## config.mk

```make
export PLATFORM = sky130hd
export DESIGN_NAME = prefetch_queue
export DESIGN_NICKNAME = d
export VERILOG_FILES = /design/src/rtl/prefetch_queue_pkg.sv /design/src/rtl/prefetch_queue_fifo.sv /design/src/rtl/prefetch_queue.sv
export SDC_FILE = /design/constraint.sdc
export NUM_CORES = 1
export LEC_CHECK = 0
export BUFFER_PORTS_ARGS = -buffer_cell sky130_fd_sc_hd__buf_2
export CELL_PAD_IN_SITES_DETAIL_PLACEMENT = 1
export CELL_PAD_IN_SITES_GLOBAL_PLACEMENT = 2
export CORE_MARGIN = 4
export CORE_UTILIZATION = 41
export CTS_BUF_LIST = sky130_fd_sc_hd__clkbuf_4
export DETAILED_ROUTE_END_ITERATION = 12
export GPL_ROUTABILITY_DRIVEN = 0
export PLACE_DENSITY_LB_ADDON = 0.1
export SLEW_MARGIN = 0
export SYNTH_ARGS = -nofsm -noshare
export SYNTH_HDL_FRONTEND = slang
export SYNTH_HIERARCHICAL = 1
export SYNTH_SLANG_ARGS = --single-unit
```

## constraint.sdc

```tcl
create_clock -name clock -period 4.6 [get_ports clock]
set_clock_uncertainty 0.2 [all_clocks]
set_input_delay 0.23 -clock clock [delete_from_list [all_inputs] [get_ports clock]]
set_output_delay 0.23 -clock clock [all_outputs]
set_load 0.01 [all_outputs]
```

## src/rtl/prefetch_queue_pkg.sv

```systemverilog
// Shared definitions for the instruction prefetch queue: reset vector,
// default depth, bus-owner encoding and the segment:offset address helper.
package prefetch_queue_pkg;

  localparam int          DEPTH_DEFAULT = 6;
  localparam logic [15:0] RESET_CS      = 16'hFFFF;
  localparam logic [15:0] RESET_IP      = 16'h0000;

  typedef enum logic [1:0] {
    OWN_IDLE  = 2'd0,
    OWN_FETCH = 2'd1,
    OWN_DATA  = 2'd2
  } bus_owner_e;

  function automatic logic [19:0] linear_addr(input logic [15:0] seg, input logic [15:0] off);
    return {seg, 4'h0} + {4'h0, off};
  endfunction

endpackage

```

## src/rtl/prefetch_queue_fifo.sv

```systemverilog
// Circular byte queue holding {ip, byte} entries; depth need not be a power of two.
module prefetch_fifo
  import prefetch_queue_pkg::*;
#(
  parameter int DEPTH = DEPTH_DEFAULT,
  localparam int PW = $clog2(DEPTH),
  localparam int CW = $clog2(DEPTH + 1)
) (
  input  logic          clock,
  input  logic          resetn,
  input  logic          push,
  input  logic          pop,
  input  logic          clear,
  input  logic [23:0]   wdata,
  output logic [23:0]   rdata,
  output logic [CW-1:0] count
);

  logic [23:0]   mem_q [DEPTH];
  logic [PW-1:0] rd_ptr_q, rd_ptr_d;
  logic [PW-1:0] wr_ptr_q, wr_ptr_d;
  logic [CW-1:0] count_q, count_d;
  logic          do_push_s, do_pop_s;

  function automatic logic [PW-1:0] ptr_next(input logic [PW-1:0] p);
    if (p == PW'(DEPTH - 1)) begin
      return {PW{1'b0}};
    end else begin
      return p + PW'(1);
    end
  endfunction

  // next pointer/count state; a push into a full queue is only accepted alongside a pop
  always_comb begin
    do_pop_s  = pop && (count_q != {CW{1'b0}});
    do_push_s = push && ((count_q != CW'(DEPTH)) || do_pop_s);
    rd_ptr_d  = rd_ptr_q;
    wr_ptr_d  = wr_ptr_q;
    count_d   = count_q;
    if (clear) begin
      rd_ptr_d = {PW{1'b0}};
      wr_ptr_d = {PW{1'b0}};
      count_d  = {CW{1'b0}};
    end else begin
      if (do_push_s) begin
        wr_ptr_d = ptr_next(wr_ptr_q);
      end else begin
        wr_ptr_d = wr_ptr_q;
      end
      if (do_pop_s) begin
        rd_ptr_d = ptr_next(rd_ptr_q);
      end else begin
        rd_ptr_d = rd_ptr_q;
      end
      if (do_push_s && !do_pop_s) begin
        count_d = count_q + CW'(1);
      end else if (do_pop_s && !do_push_s) begin
        count_d = count_q - CW'(1);
      end else begin
        count_d = count_q;
      end
    end
  end

  // pointer/count registers and entry storage
  always_ff @(posedge clock) begin
    if (!resetn) begin
      rd_ptr_q <= {PW{1'b0}};
      wr_ptr_q <= {PW{1'b0}};
      count_q  <= {CW{1'b0}};
    end else begin
      rd_ptr_q <= rd_ptr_d;
      wr_ptr_q <= wr_ptr_d;
      count_q  <= count_d;
      if (do_push_s && !clear) begin
        mem_q[wr_ptr_q] <= wdata;
      end
    end
  end

  assign rdata = mem_q[rd_ptr_q];
  assign count = count_q;

endmodule

```

## src/rtl/prefetch_queue.sv

```systemverilog
// Instruction prefetch queue sharing one byte bus between core data accesses
// (highest priority) and sequential code fetch at cs:ip.
module prefetch_queue
  import prefetch_queue_pkg::*;
#(
  parameter int DEPTH = DEPTH_DEFAULT
) (
  input  logic        clock,
  input  logic        resetn,
  output logic [19:0] mem_address,
  input  logic [7:0]  mem_rdata,
  output logic [7:0]  mem_out,
  output logic        mem_wren,
  output logic [7:0]  q_byte,
  output logic [15:0] q_ip,
  output logic        q_valid,
  input  logic        q_take,
  input  logic        flush,
  input  logic [15:0] flush_cs,
  input  logic [15:0] flush_ip,
  input  logic        d_req,
  input  logic        d_we,
  input  logic [19:0] d_addr,
  input  logic [7:0]  d_wdata,
  output logic        d_ack,
  output logic [7:0]  d_rdata
);

  localparam int CW = $clog2(DEPTH + 1);

  logic [15:0]   cs_q, cs_d;
  logic [15:0]   ip_q, ip_d;
  logic [15:0]   pend_ip_q, pend_ip_d;
  logic          fetch_pend_q, fetch_pend_d;
  logic          data_pend_q, data_pend_d;
  bus_owner_e    owner_s;
  logic [CW-1:0] fifo_count_s;
  logic [CW:0]   occupancy_s;
  logic [23:0]   fifo_head_s;
  logic [19:0]   fetch_addr_s;
  logic          fifo_empty_s, room_s, head_valid_s, take_s, push_s, pop_s;

  // bus arbitration: DATA > FETCH > IDLE, using registered count and inflight only
  always_comb begin
    fetch_addr_s = linear_addr(cs_q, ip_q);
    occupancy_s  = {1'b0, fifo_count_s} + {{CW{1'b0}}, fetch_pend_q};
    room_s       = (occupancy_s < (CW + 1)'(DEPTH));
    if (!resetn) begin
      owner_s = OWN_IDLE;
    end else if (d_req && !data_pend_q) begin
      owner_s = OWN_DATA;
    end else if (!flush && room_s) begin
      owner_s = OWN_FETCH;
    end else begin
      owner_s = OWN_IDLE;
    end
  end

  // bus drive; an idle bus shows the next fetch address with writes off
  always_comb begin
    mem_address = fetch_addr_s;
    mem_wren    = 1'b0;
    mem_out     = 8'h00;
    case (owner_s)
      OWN_DATA: begin
        mem_address = d_addr;
        mem_wren    = d_we;
        mem_out     = d_wdata;
      end
      OWN_FETCH: mem_address = fetch_addr_s;
      default:   mem_address = fetch_addr_s;
    endcase
  end

  // queue head with fall-through of a returning byte when the queue is empty
  always_comb begin
    fifo_empty_s = (fifo_count_s == {CW{1'b0}});
    head_valid_s = !fifo_empty_s || fetch_pend_q;
    if (fifo_empty_s) begin
      q_byte = mem_rdata;
      q_ip   = pend_ip_q;
    end else begin
      q_byte = fifo_head_s[7:0];
      q_ip   = fifo_head_s[23:8];
    end
    q_valid = head_valid_s;
    take_s  = q_take && head_valid_s && !flush;
    pop_s   = take_s && !fifo_empty_s;
    push_s  = fetch_pend_q && !flush && !(take_s && fifo_empty_s);
  end

  // next-state for fetch pointer, inflight tag and data handshake
  always_comb begin
    cs_d         = cs_q;
    ip_d         = ip_q;
    pend_ip_d    = pend_ip_q;
    fetch_pend_d = (owner_s == OWN_FETCH);
    data_pend_d  = (owner_s == OWN_DATA);
    if (flush) begin
      cs_d = flush_cs;
      ip_d = flush_ip;
    end else if (owner_s == OWN_FETCH) begin
      ip_d = ip_q + 16'd1;
    end else begin
      ip_d = ip_q;
    end
    if (owner_s == OWN_FETCH) begin
      pend_ip_d = ip_q;
    end else begin
      pend_ip_d = pend_ip_q;
    end
  end

  // control registers; reset abandons any outstanding access
  always_ff @(posedge clock) begin
    if (!resetn) begin
      cs_q         <= RESET_CS;
      ip_q         <= RESET_IP;
      pend_ip_q    <= 16'h0000;
      fetch_pend_q <= 1'b0;
      data_pend_q  <= 1'b0;
    end else begin
      cs_q         <= cs_d;
      ip_q         <= ip_d;
      pend_ip_q    <= pend_ip_d;
      fetch_pend_q <= fetch_pend_d;
      data_pend_q  <= data_pend_d;
    end
  end

  assign d_ack   = data_pend_q;
  assign d_rdata = data_pend_q ? mem_rdata : 8'h00;

  prefetch_fifo #(.DEPTH(DEPTH)) u_fifo (
    .clock  (clock),
    .resetn (resetn),
    .push   (push_s),
    .pop    (pop_s),
    .clear  (flush),
    .wdata  ({pend_ip_q, mem_rdata}),
    .rdata  (fifo_head_s),
    .count  (fifo_count_s)
  );

endmodule

```

After elaboration in Yosys (flattened, before gate mapping)
Memories as Yosys holds them, arrays and structs flattened. A register that Yosys moved wholly into a read port is not among the register bits.
Index checks and enable logic that the tools add are counted.

storage, ports and cells
  logic and storage cells = 69
  output and inout port bits = 63
  register bits after elaboration = 59
  bits in read-only memories = 0
  bits in latches = 0
  memories = 1
  bits of input ports = 74
  memory bits (writable) = 144

cells by class
  muxes and demuxes = 20
  add/subtract/negate cells = 7
  equal/unequal tests = 5
  divide/modulo/power cells = 0
  bitwise operators = 1
  magnitude comparators = 1
  multiply operators = 0
  reductions and logical operators = 26
  shifts and indexed selects = 0

memory list
  name          words  width  read ports  clocked after memory_dff  wr ports  RTL line                   source
  u_fifo.mem_q  6      24     1           1                         1         prefetch_queue_fifo.sv:19  logic [23:0] mem_q [DEPTH];

operators by type and width
  operator                 number
  $mux W16                 3
  $mux W8                  3
  $add A20 B16 Y20         1
  $mux W20                 1
  $mux W3                  6
  $add A16 B1 Y16 const B  1
  $logic_and A1 B1 Y1      13
  $add A3 B1 Y3 const B    3
  $eq A3 B3 Y1 const B     2
  $logic_not A1 Y1         6
  $mux W1                  5
  $add A3 B1 Y4            1
  $lt A4 B3 Y1 const B     1
  $mux W2                  2
  $reduce_bool A2 Y1       2
  $logic_not A3 Y1         1
  $ne A3 B3 Y1 const B     1
  $reduce_bool A3 Y1       1
  $sub A3 B1 Y3 const B    1
  $eq A2 B1 Y1 const B     1
  $eq A2 B2 Y1 const B     1
  $logic_or A1 B1 Y1       2
  $reduce_or A2 Y1         1
  $not A1 Y1               1

Longest topological paths before layout
Gate-level depths: netlist of run 1.

  depth after elaboration = 13
  depth in mapped cells = 12
  mapped depth without buffers = 10

Modules after synthesis
Netlist of run 1, hierarchy kept.

by module, submodules not included
  module          times used  sequential area each (um^2)  cells each  area each (um^2)
  prefetch_fifo   1           4564.4                       283         6097.1
  prefetch_queue  1           1001.0                       457         3535.9

Worst setup path after synthesis of run 1
Ideal clock, no wire load.

  path type = register to register
  start point = reg u_fifo.count_q[0], in the netlist u_fifo/count[0]
  end point = mem u_fifo.mem_q[2][0], enable pin
  library setup time = 0.440 ns
  cell stages (with the launch flop) = 7
  arrival = 3.497 ns
  buffers on the path = 1
  slack = 0.463 ns
  clock period less this slack = 4.137 ns
  data required time = 3.960 ns
  cell sequence = dfxtp_1 nor3_2 clkbuf_1 nor3b_1 nand4bb_1 nand4b_1 nor3b_1

between the ends
  longest elaborated chain between the ends = 13
  elaborated cells on any way between the ends = 18
  classes of those cells = eq/ne (1); mux (3); reduce/logical (14)

RTL lines
  element                           RTL line                                    source
  start, declared                   prefetch_queue_fifo.sv:22                   logic [CW-1:0] count_q, count_d;
  start signal, assigned            prefetch_queue_fifo.sv:70                   count_q <= {CW{1'b0}};
  start signal, assigned            prefetch_queue_fifo.sv:74                   count_q <= count_d;
  $logic_not A3 Y1 *                prefetch_queue.sv:77                        fifo_empty_s = (fifo_count_s == {CW{1'b0}});
  $logic_not A1 Y1 *                prefetch_queue.sv:78, prefetch_queue.sv:88
  $logic_or A1 B1 Y1                prefetch_queue.sv:78                        head_valid_s = !fifo_empty_s || fetch_pend_q;
  $logic_and A1 B1 Y1 (2 in a row)  prefetch_queue.sv:87                        take_s = q_take && head_valid_s && !flush;
  $logic_and A1 B1 Y1 *             prefetch_queue.sv:88                        pop_s = take_s && !fifo_empty_s;
  via pop_s                         prefetch_queue.sv:41                        logic fifo_empty_s, room_s, head_valid_s, take_s, push_s, pop_s;
  $logic_and A1 B1 Y1 *             prefetch_queue_fifo.sv:35                   do_pop_s = pop && (count_q != {CW{1'b0}});
  $logic_or A1 B1 Y1 *              prefetch_queue_fifo.sv:36                   do_push_s = push && ((count_q != CW'(DEPTH)) || do_pop_s);
  $logic_and A1 B1 Y1 *             prefetch_queue_fifo.sv:36
  $logic_and A1 B1 Y1 *             prefetch_queue_fifo.sv:75                   if (do_push_s && !clear) begin
  $mux W1 *                         prefetch_queue_fifo.sv:75
  $mux W1 *                         prefetch_queue_fifo.sv:67                   if (!resetn) begin
  $mux W1 (implied by the code) *   prefetch_queue_fifo.sv:76                   mem_q[wr_ptr_q] <= wdata;
  end, declared                     prefetch_queue_fifo.sv:19

The timed path passes the listed nets; every way through them passes the cells marked *.

Worst setup path in the final report of run 1
  start point = in resetn
  end point = out mem_address[18]

between the ends
  longest elaborated chain between the ends = 3

RTL lines
  element          RTL line              source
  start, declared  prefetch_queue.sv:9   input logic resetn,
  $mux W2          prefetch_queue.sv:48  if (!resetn) begin
  $eq A2 B2 Y1     prefetch_queue.sv:64  case (owner_s)
  $mux W20         prefetch_queue.sv:64
  end, declared    prefetch_queue.sv:10  output logic [19:0] mem_address,

Every way passes these cells.

==> metrics.txt, run 1 <==
# TYPE chip_impl_metric gauge
chip_impl_info{name="outcome",value="completed"} 1
chip_impl_metric{name="critical_path_arrival",unit="ns"} 3.43
chip_impl_metric{name="static-leakage-power",unit="nW"} 4.701
chip_impl_metric{name="worstPathMaxFanout",unit=""} 30
chip_impl_metric{name="post-layout-total-power",unit="mW"} 4.080
chip_impl_metric{name="worst_slew_pin_slew",unit="ns"} 0.9773
chip_impl_metric{name="num-nets-final",unit=""} 1049
chip_impl_info{name="cts_root_buf",value="clkbuf_4"} 1
chip_impl_info{name="timing.critical_path.from_type",value="input pin"} 1
chip_impl_metric{name="cts_buffers",unit=""} 54
chip_impl_metric{name="die-height",unit="microns"} 161.3
chip_impl_metric{name="number_of_buffers_on_the_longest_clock_path",unit=""} 3
chip_impl_metric{name="seq_area_frac_synth",unit="%"} 57.77
chip_impl_metric{name="final_layout_size_suffix_gt1_share",unit="%"} 34.30
chip_impl_info{name="timing.critical_path.slowest_stage_cell",value="or2_2"} 1
chip_impl_metric{name="grt_overflow_total",unit=""} 0
chip_impl_metric{name="initial_core_util",unit="%"} 42.16
chip_impl_info{name="worstHoldPathType",value="input pin to flop"} 1
chip_impl_metric{name="post_cts_hold_buffer_count",unit=""} 51
chip_impl_metric{name="globalRouteTotalUtil",unit="%"} 19.30
chip_impl_metric{name="drv_cap",unit=""} 0
chip_impl_metric{name="synthesis.nets",unit=""} 831
chip_impl_metric{name="number_of_endpoints_with_negative_hold_slack_in_the_final_report",unit=""} 0
chip_impl_metric{name="detailed_route_via_count",unit=""} 6988
chip_impl_metric{name="synth.top_cell.area_share",unit="%"} 44.89
chip_impl_metric{name="area_growth_syn_to_layout",unit="%"} 22.96
chip_impl_metric{name="remaining_drc_errors",unit=""} 0
chip_impl_metric{name="setup_viol",unit=""} 0
chip_impl_info{name="crit_path_cell_trace",value="dlygate4sd3_1, buf_2, inv_1, or2_2, inv_1, buf_4, nor2_1, and3_1, nor3_1, buf_2"} 1
chip_impl_metric{name="ctsHtreeMaxLevel",unit=""} 2
chip_impl_metric{name="dieArea",unit="sq mm"} 0.02601
chip_impl_metric{name="grt_first_pass_wirelength",unit="microns"} 40430
chip_impl_metric{name="cts.sink_count",unit=""} 206
chip_impl_info{name="cell_types_occupying_the_most_area_after_synthesis",value="edfxtp_1, dfxtp_1, mux2_2"} 1
chip_impl_metric{name="holdWs",unit="ns"} 0.08900
chip_impl_metric{name="drt_pre_antenna_iters",unit=""} 4
chip_impl_metric{name="post_drt_wl_per_cell",unit="microns"} 19.23
chip_impl_metric{name="grt_start_max_net_pins",unit=""} 49
chip_impl_metric{name="synth_async_sr_flop_share",unit="%"} 0
chip_impl_metric{name="post-route-cell-area",unit="sq mm"} 0.01185
chip_impl_metric{name="vdd_ir_drop_max",unit="uV"} 150.7
chip_impl_info{name="yosys_most_used_dff",value="edfxtp_1"} 1
chip_impl_metric{name="place.detailed.hpwl",unit="microns"} 16520
chip_impl_metric{name="synth_cells",unit=""} 740
chip_impl_metric{name="synth.cell_area",unit="sq mm"} 0.009633
chip_impl_metric{name="setup_fix_buffers_added_after_clock_tree_synthesis",unit=""} 0
chip_impl_metric{name="crit_required",unit="ns"} 4.17
chip_impl_metric{name="setup-tns-final",unit="ns"} 0
chip_impl_info{name="most_frequent_standard_cell_in_the_layout_excluding_fill_and_tap_cells",value="edfxtp_1"} 1
chip_impl_metric{name="cts.repair.resized",unit=""} 0
chip_impl_metric{name="finalCritPeriodShare",unit="%"} 83.87
chip_impl_info{name="yosys.area.top_type",value="edfxtp_1"} 1
chip_impl_metric{name="clkLatencyLatePin",unit="ns"} 0.62
chip_impl_metric{name="max_stage_delay",unit="ns"} 0.54
chip_impl_metric{name="placed_instance_area",unit="sq mm"} 0.01062
chip_impl_metric{name="yosysWarningCount",unit=""} 6
chip_impl_info{name="setup_repair_after_global_routing_missed_its_margin",value="false"} 1
chip_impl_metric{name="post_synthesis_average_cell_area",unit="sq um"} 13.02
chip_impl_metric{name="relSlewSlack",unit="%"} 34.85
chip_impl_info{name="endpoint_kind",value="primary output"} 1
chip_impl_metric{name="viasPerCell",unit=""} 5.314
chip_impl_metric{name="cts.reportedPaths.clkPinSlew",unit="ns"} 0.06
chip_impl_metric{name="power_density_over_the_cells",unit="mW/mm^2"} 344.4
chip_impl_metric{name="postRouteWirelength",unit="microns"} 25290
chip_impl_metric{name="number_of_different_library_cells_in_the_post_synthesis_netlist",unit=""} 66
chip_impl_metric{name="post_synth_edffs",unit=""} 144
chip_impl_metric{name="num-fill-cells",unit=""} 2457
chip_impl_metric{name="post-route-min-period",unit="ns"} 3.858
chip_impl_metric{name="top_level_i_o_count",unit=""} 137
chip_impl_info{name="cts_tree",value="yes"} 1
chip_impl_metric{name="buffer_ports.inserted",unit=""} 136
chip_impl_metric{name="die-width",unit="microns"} 161.3
chip_impl_info{name="final_cell_mix",value="edfxtp_1, buf_2, nand2_1, clkbuf_4, dfxtp_1"} 1
chip_impl_metric{name="fp-row-count",unit=""} 55
chip_impl_metric{name="number_of_antenna_violations_at_the_first_check_in_global_routing",unit=""} 1
chip_impl_metric{name="detailedRoute.firstIterationViolations",unit=""} 251
chip_impl_metric{name="max_freq",unit="MHz"} 259.2
chip_impl_metric{name="postSynthRegisterBits",unit=""} 206
chip_impl_metric{name="final_max_slew_viol_count",unit=""} 0
chip_impl_metric{name="number_of_global_route_vias_before_repair",unit=""} 7675
chip_impl_info{name="crit_type",value="input pin to primary output"} 1
chip_impl_metric{name="design.core.area",unit="sq mm"} 0.02285
chip_impl_metric{name="antenna_violating_nets_post_route",unit=""} 0
==> metal layers <==
metal	wire, microns	vias up	share of wire [%]	track usage [%]
li1	-	3274	-	-
met1	10890	3459	43	23.93
met2	12570	200	50	33.61
met3	1240	55	4.9	4.108
met4	592	0	2.3	6.630
met5	0	-	0	0
==> worst max-delay path, delay by kind of cell <==
family / cells / cell delay (ns)
buffers and inverters: 6 / 2.28
AND/OR/NAND/NOR: 4 / 0.90
==> synthesized netlist by cell type, types with 3 or more instances <==
master	number
edfxtp_1	144
nand2_1	106
dfxtp_1	62
mux2_2	48
nand3_1	29
a21oi_1	26
mux4_2	24
and2_1	23
nor2_1	22
o21ai_0	22
mux2_4	20
mux2i_1	18
clkbuf_1	17
ha_1	15
buf_2	11
nor3b_1	8
o21a_1	8
xor2_1	8
and3_1	7
inv_1	7
nand4_1	7
o211ai_1	7
a211oi_1	6
nor3_1	6
o31ai_1	6
nand4b_1	5
xnor2_1	5
a21o_1	4
a31oi_1	4
mux2_1	4
nand2b_1	4
nor2b_1	4
or3_1	4
buf_1	3
o21ai_1	3
o41ai_1	3
or4_1	3
==> sequential cells by signal, summed over array words and instances (netlist names), named ones only <==
signal and flops:
ip_q 16, fetch_pend_q 1, cs_q 16, pend_ip_q 16
u_fifo/wr_ptr_q 3, d_ack 1, u_fifo/count 3, u_fifo/rd_ptr_q 3
u_fifo/mem_q 144
==> per-stage QoR <==
stage	setup WS (ns)	utilization, %	cells
final	0.7418	51.85	1315
after global routing	0.3285	51.83	1314
after CTS	0.6944	51.82	1313
after detailed placement	0.9850	46.48	1164
after global placement	1.095	46.48	1164
after floorplan	0.4629	-	740
==> cell type report <==
class	instances	area, sq um	area share [%]
timing repair buffer	199	1281	10.82
multi-input combinational	489	3859	32.58
sequential	206	5568	47.01
antenna	2	5.005	0.04225
clock buffer	80	600.6	5.070
inverter	8	30.03	0.2535
tap	313	391.6	3.306
clock inverter	18	110.1	0.9295
==> power by group <==
group / switching [mW] / internal (mW) / total, mW
clock: 0.748 / 0.859 / 1.61
combinational: 0.236 / 0.199 / 0.435
sequential: 0.0396 / 2.00 / 2.04
total: 1.02 / 3.06 / 4.08
==> logic make-up (layout without fill, tap and decap cells) <==
kind of cell	after synthesis	count (layout)	share of synthesized area [%]
mux	114	114	16.68
other cells	0	2	0
xor+xnor	13	13	1.182
flops	206	206	57.77
buf+inv	45	305	2.468
fa+ha+maj	17	17	2.364
compound gates	104	104	7.027
simple gates	241	241	12.51
==> path summary, 6_finish.rpt <==
kind | start | to | slack [ns] | cells after the start
setup / recovery | resetn | mem_address[18] | 0.74 | 10
hold / removal | flush | ip_q[7] | 0.09 | 3
setup reg to reg | u_fifo/count[0] | ip_q[6] | 0.76 | 10
hold reg to reg | cs_q[2] | cs_q[2] | 0.29 | 2
No activity file was read; power rests on OpenSTA's default activity.
==> run 2, diff against run 1 <==
- CORE_UTILIZATION: 41 -> 37
- clock period: 4.6 -> 3.4 ns (I/O delays scaled with it)
==> run 2 against run 1 <==
Against the previous run: global-route usage is 1.1 points lower; final area up 4.9%; non-clock buffer count grew 38; clock power rose by 45%; largest power group unchanged; largest cell class unchanged; sequential share of layout area shrank 2.1 points; critical path depth decreased by 2; hold slack gained 0.033 ns; clock-buffer cell count is 6 higher.
==> metrics.txt, run 2 (synthesis results as in run 1) <==
# TYPE chip_impl_metric gauge
chip_impl_info{name="outcome",value="completed"} 1
chip_impl_metric{name="number_of_buffers_on_the_longest_clock_path",unit=""} 3
chip_impl_metric{name="static-leakage-power",unit="nW"} 4.892
chip_impl_metric{name="num-fill-cells",unit=""} 2707
chip_impl_metric{name="dieArea",unit="sq mm"} 0.02868
chip_impl_metric{name="final_max_slew_viol_count",unit=""} 0
chip_impl_metric{name="viasPerCell",unit=""} 5.143
chip_impl_metric{name="fp-row-count",unit=""} 58
chip_impl_metric{name="antenna_violating_nets_post_route",unit=""} 0
chip_impl_metric{name="finalCritPeriodShare",unit="%"} 94.02
chip_impl_metric{name="fin_util",unit="%"} 48.93
chip_impl_info{name="final_cell_mix",value="edfxtp_1, buf_2, nand2_1, clkbuf_4, dlygate4sd3_1"} 1
chip_impl_metric{name="worst_slew_pin_slew",unit="ns"} 0.6218
chip_impl_info{name="endpoint_kind",value="flop"} 1
chip_impl_metric{name="cts_buffers",unit=""} 55
chip_impl_metric{name="number_of_endpoints_with_negative_hold_slack_in_the_final_report",unit=""} 0
chip_impl_metric{name="number_of_global_route_vias_before_repair",unit=""} 7790
chip_impl_metric{name="power_density_over_the_cells",unit="mW/mm^2"} 460.7
chip_impl_info{name="cts_tree",value="yes"} 1
chip_impl_metric{name="cts.sink_count",unit=""} 206
chip_impl_metric{name="internal_power_summed_over_all_cells",unit="mW"} 4.312
chip_impl_metric{name="detailedRoute.firstIterationViolations",unit=""} 277
chip_impl_metric{name="crit_required",unit="ns"} 3.80
chip_impl_metric{name="clock_power_share",unit="%"} 40.6
chip_impl_metric{name="die-width",unit="microns"} 169.4
chip_impl_metric{name="design.core.area",unit="sq mm"} 0.02540
chip_impl_metric{name="post-route-min-period",unit="ns"} 3.197
chip_impl_metric{name="reg2reg_setup_slack",unit="ns"} 0.20
chip_impl_metric{name="relSlewSlack",unit="%"} 58.35
chip_impl_metric{name="drv_cap",unit=""} 0
chip_impl_metric{name="post_drt_wl_per_cell",unit="microns"} 19.01
chip_impl_metric{name="max_stage_delay",unit="ns"} 0.57
chip_impl_metric{name="initial_core_util",unit="%"} 37.93
chip_impl_metric{name="share_seq_of_total_power",unit="%"} 48.2
chip_impl_info{name="crit_type",value="flop to flop"} 1
chip_impl_info{name="timing.critical_path.slowest_stage_cell",value="dfxtp_1"} 1
chip_impl_metric{name="cts.reportedPaths.clkPinSlew",unit="ns"} 0.08
chip_impl_info{name="timing.critical_path.from_type",value="flop"} 1
chip_impl_metric{name="combinationalPowerShare",unit="%"} 11.2
chip_impl_metric{name="final_layout_size_suffix_gt1_share",unit="%"} 35.80
chip_impl_metric{name="ctsHtreeMaxLevel",unit=""} 2
chip_impl_metric{name="largest_register_ffs",unit=""} 144
chip_impl_info{name="top_reg_by_flops",value="u_fifo/mem_q"} 1
chip_impl_info{name="worstHoldPathType",value="input pin to flop"} 1
chip_impl_info{name="cts_root_buf",value="clkbuf_4"} 1
chip_impl_metric{name="buffer_ports.inserted",unit=""} 136
chip_impl_metric{name="clkLatencyLatePin",unit="ns"} 0.66
chip_impl_metric{name="area_growth_syn_to_layout",unit="%"} 29.00
chip_impl_metric{name="num-nets-final",unit=""} 1088
chip_impl_metric{name="remaining_drc_errors",unit=""} 0
chip_impl_metric{name="top_level_i_o_count",unit=""} 137
chip_impl_metric{name="critical_path_arrival",unit="ns"} 3.60
chip_impl_metric{name="globalRouteTotalUtil",unit="%"} 18.22
chip_impl_metric{name="place.detailed.hpwl",unit="microns"} 17260
chip_impl_info{name="crit_path_cell_trace",value="ha_1, nand2b_1, a31oi_1, or2_1, buf_4, or4_1, a31oi_1, dlygate4sd3_1"} 1
chip_impl_metric{name="power.share.switching",unit="%"} 24.69
chip_impl_info{name="most_frequent_standard_cell_in_the_layout_excluding_fill_and_tap_cells",value="edfxtp_1"} 1
chip_impl_metric{name="postRouteWirelength",unit="microns"} 26120
chip_impl_metric{name="grt_overflow_total",unit=""} 0
chip_impl_metric{name="die-height",unit="microns"} 169.4
chip_impl_metric{name="worstPathMaxFanout",unit=""} 26
chip_impl_metric{name="max_freq",unit="MHz"} 312.8
chip_impl_metric{name="vdd_ir_drop_max",unit="uV"} 201.6
chip_impl_metric{name="setup_viol",unit=""} 0
chip_impl_metric{name="grt_first_pass_wirelength",unit="microns"} 41770
chip_impl_metric{name="grt_start_max_net_pins",unit=""} 41
chip_impl_metric{name="holdWs",unit="ns"} 0.1223
chip_impl_metric{name="crit_buf_inv",unit=""} 2
chip_impl_info{name="cp_top_family",value="simple AND/OR/NAND/NOR gates"} 1
chip_impl_metric{name="number_of_antenna_violations_at_the_first_check_in_global_routing",unit=""} 1
chip_impl_metric{name="detailed_route_via_count",unit=""} 7067
chip_impl_info{name="cpMostUsedCell",value="a31oi_1"} 1
chip_impl_metric{name="power_switching",unit="mW"} 1.414
chip_impl_metric{name="drt_pre_antenna_iters",unit=""} 4
-- run 2: final timing paths --
check                      from                 end  cells after the start
min                mem_rdata[3]  u_fifo/mem_q[2][3]                      2
max             u_fifo/count[1]             ip_q[9]                      8
min reg2reg  u_fifo/rd_ptr_q[1]                flop                      2
max reg2reg     u_fifo/count[1]             ip_q[9]                      8
-- run 2: area by class of cell --
class                      count  area [sq um]  share of cell area, %
tap                          330         412.9                  3.323
timing repair buffer         237          1684                  13.55
antenna                        2         5.005                0.04027
clock buffer                  86         645.6                  5.195
inverter                       8         33.78                 0.2718
sequential                   206          5580                  44.91
clock inverter                16         118.9                 0.9565
multi-input combinational    489          3946                  31.76
-- run 2: layer usage --
metal	global-route usage [%]	wire length, microns	part of all wire (%)	up-vias
met4	4.585	395	1.5	0
met5	0	0	0	-
met1	23.00	11400	44	3500
met3	3.867	1299	5.0	33
li1	-	-	-	3354
met2	32.05	13030	50	180
-- run 2: timing repair --
action,CTS,global route
hold buffers,78,0
endpoints found under the hold margin,104,0
setup endpoints to repair,8,11
setup buffers,0,1
pin swaps,2,3
gates resized for setup,6,15
-- run 2: worst register-to-register path: cells and delay by family, from the launching register on --
family                     cells  cell delay, ns
buffers and inverters          2            0.79
DFF                            1            0.57
AOI/OAI and AO/OA              2            0.38
and+or+nand+nor                3            0.92
adders and majority gates      1            0.32
-- run 2: through the flow --
step / setup TNS (ns) / power, mW / cell area (sq um) / setup slack, ns / instances
3_5_place_dp: 0 / 3.354 / 10780 / 0.3708 / 1191
6_report: 0 / 5.725 / 12430 / 0.2034 / 1374
3_3_place_gp: 0 / 3.340 / 10780 / 0.4861 / 1191
4_1_cts: 0 / 5.801 / 12360 / 0.002007 / 1371
2_1_floorplan: 0 / 3.126 / 9648 / 0.04453 / 740
5_1_grt: -0.01069 / 6.048 / 12420 / -0.006697 / 1373
-- run 2: power by group through the flow --
stage,logic (mW),clock network (mW),registers [mW]
after floorplan,0.338,0,2.79
after global placement,0.530,0,2.81
after detailed placement,0.541,0,2.81
after CTS,0.624,2.42,2.76
after global routing,0.709,2.58,2.76
final,0.641,2.33,2.76
==> run 3, diff against run 2 <==
- CORE_MARGIN: 4 -> not set
- CORE_UTILIZATION: 37 -> 44
- clock period: 3.4 -> 4 ns (I/O delays scaled with it)
==> run 3 against run 2 <==
Against the previous run: sequential power is 15% lower; sequential share of layout area is 1.1 points higher; total power is 19% lower; via count is 1.1% lower; non-clock buffer count is 7 lower; hold slack better by 0.034 ns; first-iteration DRC count is 14% lower; combinational power is 19% lower; clock-buffer cell count is 4 lower; core utilization is 8.1 points higher; clock power is 24% lower; register-to-register slack better by 0.15 ns; critical path type is now flop to primary output.
==> metrics.txt, run 3 (synthesis results as in run 1) <==
# TYPE chip_impl_metric gauge
chip_impl_metric{name="cts_buffers",unit=""} 53
chip_impl_metric{name="detailedRoute.firstIterationViolations",unit=""} 237
chip_impl_metric{name="post-route-min-period",unit="ns"} 3.702
chip_impl_metric{name="finalCritPeriodShare",unit="%"} 92.55
chip_impl_metric{name="cts.sink_count",unit=""} 206
chip_impl_metric{name="number_of_endpoints_with_negative_hold_slack_in_the_final_report",unit=""} 0
chip_impl_info{name="cpMostUsedCell",value="a211oi_1"} 1
chip_impl_info{name="worstReg2RegEnd",value="ip_q[2]"} 1
chip_impl_metric{name="setup-tns-final",unit="ns"} 0
chip_impl_metric{name="setup_viol",unit=""} 0
chip_impl_info{name="cts_tree",value="yes"} 1
chip_impl_metric{name="worstPathMaxFanout",unit=""} 7
chip_impl_info{name="top_reg_by_flops",value="u_fifo/mem_q"} 1
chip_impl_metric{name="die-height",unit="microns"} 150.0
chip_impl_metric{name="detailed_route_via_count",unit=""} 6987
chip_impl_info{name="crit_type",value="flop to primary output"} 1
chip_impl_metric{name="worst-path-stages",unit=""} 8
chip_impl_info{name="worstHoldPathType",value="input pin to flop"} 1
chip_impl_info{name="endpoint_kind",value="primary output"} 1
chip_impl_metric{name="power_density_over_the_cells",unit="mW/mm^2"} 383.4
chip_impl_metric{name="grt_first_pass_wirelength",unit="microns"} 39580
chip_impl_info{name="crit_path_cell_trace",value="ha_1, fa_1, a211oi_1, o21ai_0, a41oi_1, a211oi_1, nor3_1, buf_2"} 1
chip_impl_info{name="outcome",value="completed"} 1
chip_impl_metric{name="fin_util",unit="%"} 57.01
chip_impl_metric{name="largest_register_ffs",unit=""} 144
chip_impl_metric{name="max_freq",unit="MHz"} 270.1
chip_impl_metric{name="postRouteWirelength",unit="microns"} 25190
chip_impl_info{name="critical_path.reg2reg.startpoint",value="u_fifo/count[0]"} 1
chip_impl_metric{name="drv_cap",unit=""} 0
chip_impl_metric{name="dieArea",unit="sq mm"} 0.02249
chip_impl_metric{name="post_drt_wl_per_cell",unit="microns"} 19.32
chip_impl_metric{name="num-fill-cells",unit=""} 2241
chip_impl_metric{name="crit_required",unit="ns"} 3.60
chip_impl_info{name="cp-startpoint",value="ip_q[4]"} 1
chip_impl_info{name="timing.critical_path.slowest_stage_cell",value="a211oi_1"} 1
chip_impl_metric{name="globalRouteTotalUtil",unit="%"} 23.00
chip_impl_metric{name="number_of_global_route_vias_before_repair",unit=""} 7624
chip_impl_metric{name="critical_path_arrival",unit="ns"} 3.30
chip_impl_metric{name="cts.reportedPaths.clkPinSlew",unit="ns"} 0.07
chip_impl_metric{name="design.core.area",unit="sq mm"} 0.02122
chip_impl_metric{name="clkLatencyLatePin",unit="ns"} 0.65
chip_impl_metric{name="top_level_i_o_count",unit=""} 137
chip_impl_metric{name="setup_fix_buffers_added_after_clock_tree_synthesis",unit=""} 0
chip_impl_info{name="timing.critical_path.from_type",value="flop"} 1
chip_impl_metric{name="number_of_antenna_violations_at_the_first_check_in_global_routing",unit=""} 1
chip_impl_info{name="worst_setup_path_endpoint",value="mem_address[18]"} 1
chip_impl_metric{name="drt_pre_antenna_iters",unit=""} 4
chip_impl_metric{name="post-layout-total-power",unit="mW"} 4.638
chip_impl_metric{name="static-leakage-power",unit="nW"} 4.781
chip_impl_metric{name="final_layout_size_suffix_gt1_share",unit="%"} 33.37
chip_impl_metric{name="vdd_ir_drop_max",unit="uV"} 161.4
chip_impl_metric{name="holdWs",unit="ns"} 0.1561
chip_impl_metric{name="max_stage_delay",unit="ns"} 0.45
chip_impl_metric{name="number_of_buffers_on_the_longest_clock_path",unit=""} 3
chip_impl_metric{name="crit_buf_inv",unit=""} 1
chip_impl_metric{name="post-route-cell-area",unit="sq mm"} 0.01210
chip_impl_metric{name="initial_core_util",unit="%"} 45.40
chip_impl_metric{name="ctsHtreeMaxLevel",unit=""} 2
chip_impl_metric{name="reg2reg_setup_slack",unit="ns"} 0.35
chip_impl_info{name="cp_top_family",value="compound AO/OA/AOI/OAI gates"} 1
chip_impl_metric{name="die-width",unit="microns"} 150.0
chip_impl_info{name="final_cell_mix",value="edfxtp_1, buf_2, nand2_1, clkbuf_4, dlygate4sd3_1"} 1
chip_impl_metric{name="placed_instance_area",unit="sq mm"} 0.01062
chip_impl_metric{name="final_max_slew_viol_count",unit=""} 0
chip_impl_metric{name="antenna_violating_nets_post_route",unit=""} 0
chip_impl_metric{name="area_growth_syn_to_layout",unit="%"} 25.59
chip_impl_metric{name="fp-row-count",unit=""} 53
chip_impl_metric{name="num-nets-final",unit=""} 1080
chip_impl_metric{name="grt_start_max_net_pins",unit=""} 51
chip_impl_metric{name="grt_overflow_total",unit=""} 0
chip_impl_info{name="most_frequent_standard_cell_in_the_layout_excluding_fill_and_tap_cells",value="edfxtp_1"} 1
chip_impl_metric{name="relSlewSlack",unit="%"} 51.48
chip_impl_info{name="setup_repair_after_global_routing_missed_its_margin",value="false"} 1
chip_impl_metric{name="remaining_drc_errors",unit=""} 0
chip_impl_metric{name="place.detailed.hpwl",unit="microns"} 16000
chip_impl_metric{name="worst_slew_pin_slew",unit="ns"} 0.7239
chip_impl_metric{name="buffer_ports.inserted",unit=""} 136
chip_impl_metric{name="timing.reg2reg.worst_path_depth",unit=""} 9
chip_impl_info{name="cts_root_buf",value="clkbuf_4"} 1
chip_impl_metric{name="viasPerCell",unit=""} 5.358
==> run 3: changes by cell type in the layout (fill, tap and decap cells not counted), moves of 3 or more <==
cell,previous run,this run
dfxtp_4,3,0
a211oi_1,3,6
buf_4,19,12
dfxtp_1,56,61
clkinv_2,5,1
clkbuf_4,86,82
==> run 3: metal layers <==
metal	vias to the layer above	track usage (%)	wire length, microns
met4	0	5.859	323
li1	3327	-	-
met5	-	0	0
met2	178	42.20	13100
met1	3451	27.46	10760
met3	31	4.360	998
==> run 3: timing repair <==
item                                    4_1_cts  5_1_grt
endpoints found under the setup margin        0        4
gates resized for setup                       0        1
hold buffers                                 80        0
endpoints found under the hold margin        96        0
==> run 3: layout make-up <==
type	count	area, sq um	share of cell area, %
diodes	1	2.502	0.02068
clock buffers	82	615.6	5.088
clock inverters	12	53.80	0.4447
inverters	8	33.78	0.2792
multi-input cells	489	3865	31.95
flip-flops and latches	206	5567	46.01
well taps	275	344.1	2.844
repair buffers	230	1612	13.32
repair inverters	1	5.005	0.04137
==> run 3: per-stage QoR <==
stage | worst slack, ns | std cells
2_1_floorplan | 0.009398 | 740
3_3_place_gp | 0.8763 | 1128
3_5_place_dp | 0.7662 | 1128
4_1_cts | 0.2307 | 1302
5_1_grt | 0.06555 | 1304
6_report | 0.2981 | 1304
==> run 3: worst min-delay path by stage <==
stage | cells past startpoint | to | startpoint | slack (ns)
after floorplan | 0 | u_fifo/mem_q[0][0] | mem_rdata[0] | 0.1
after global placement | 3 | cs_q[6] | flush_cs[6] | 0.21
after detailed placement | 3 | cs_q[6] | flush_cs[6] | 0.22
after CTS | 2 | u_fifo/mem_q[5][6] | mem_rdata[6] | 0.10
after global routing | 6 | ip_q[3] | d_req | 0.16
final | 2 | u_fifo/mem_q[3][5] | mem_rdata[5] | 0.16
==> run 3: where the power goes <==
group	total [mW]	switching [mW]	internal (mW)
combinational	0.518	0.267	0.251
sequential	2.35	0.0473	2.30
clock	1.77	0.846	0.929
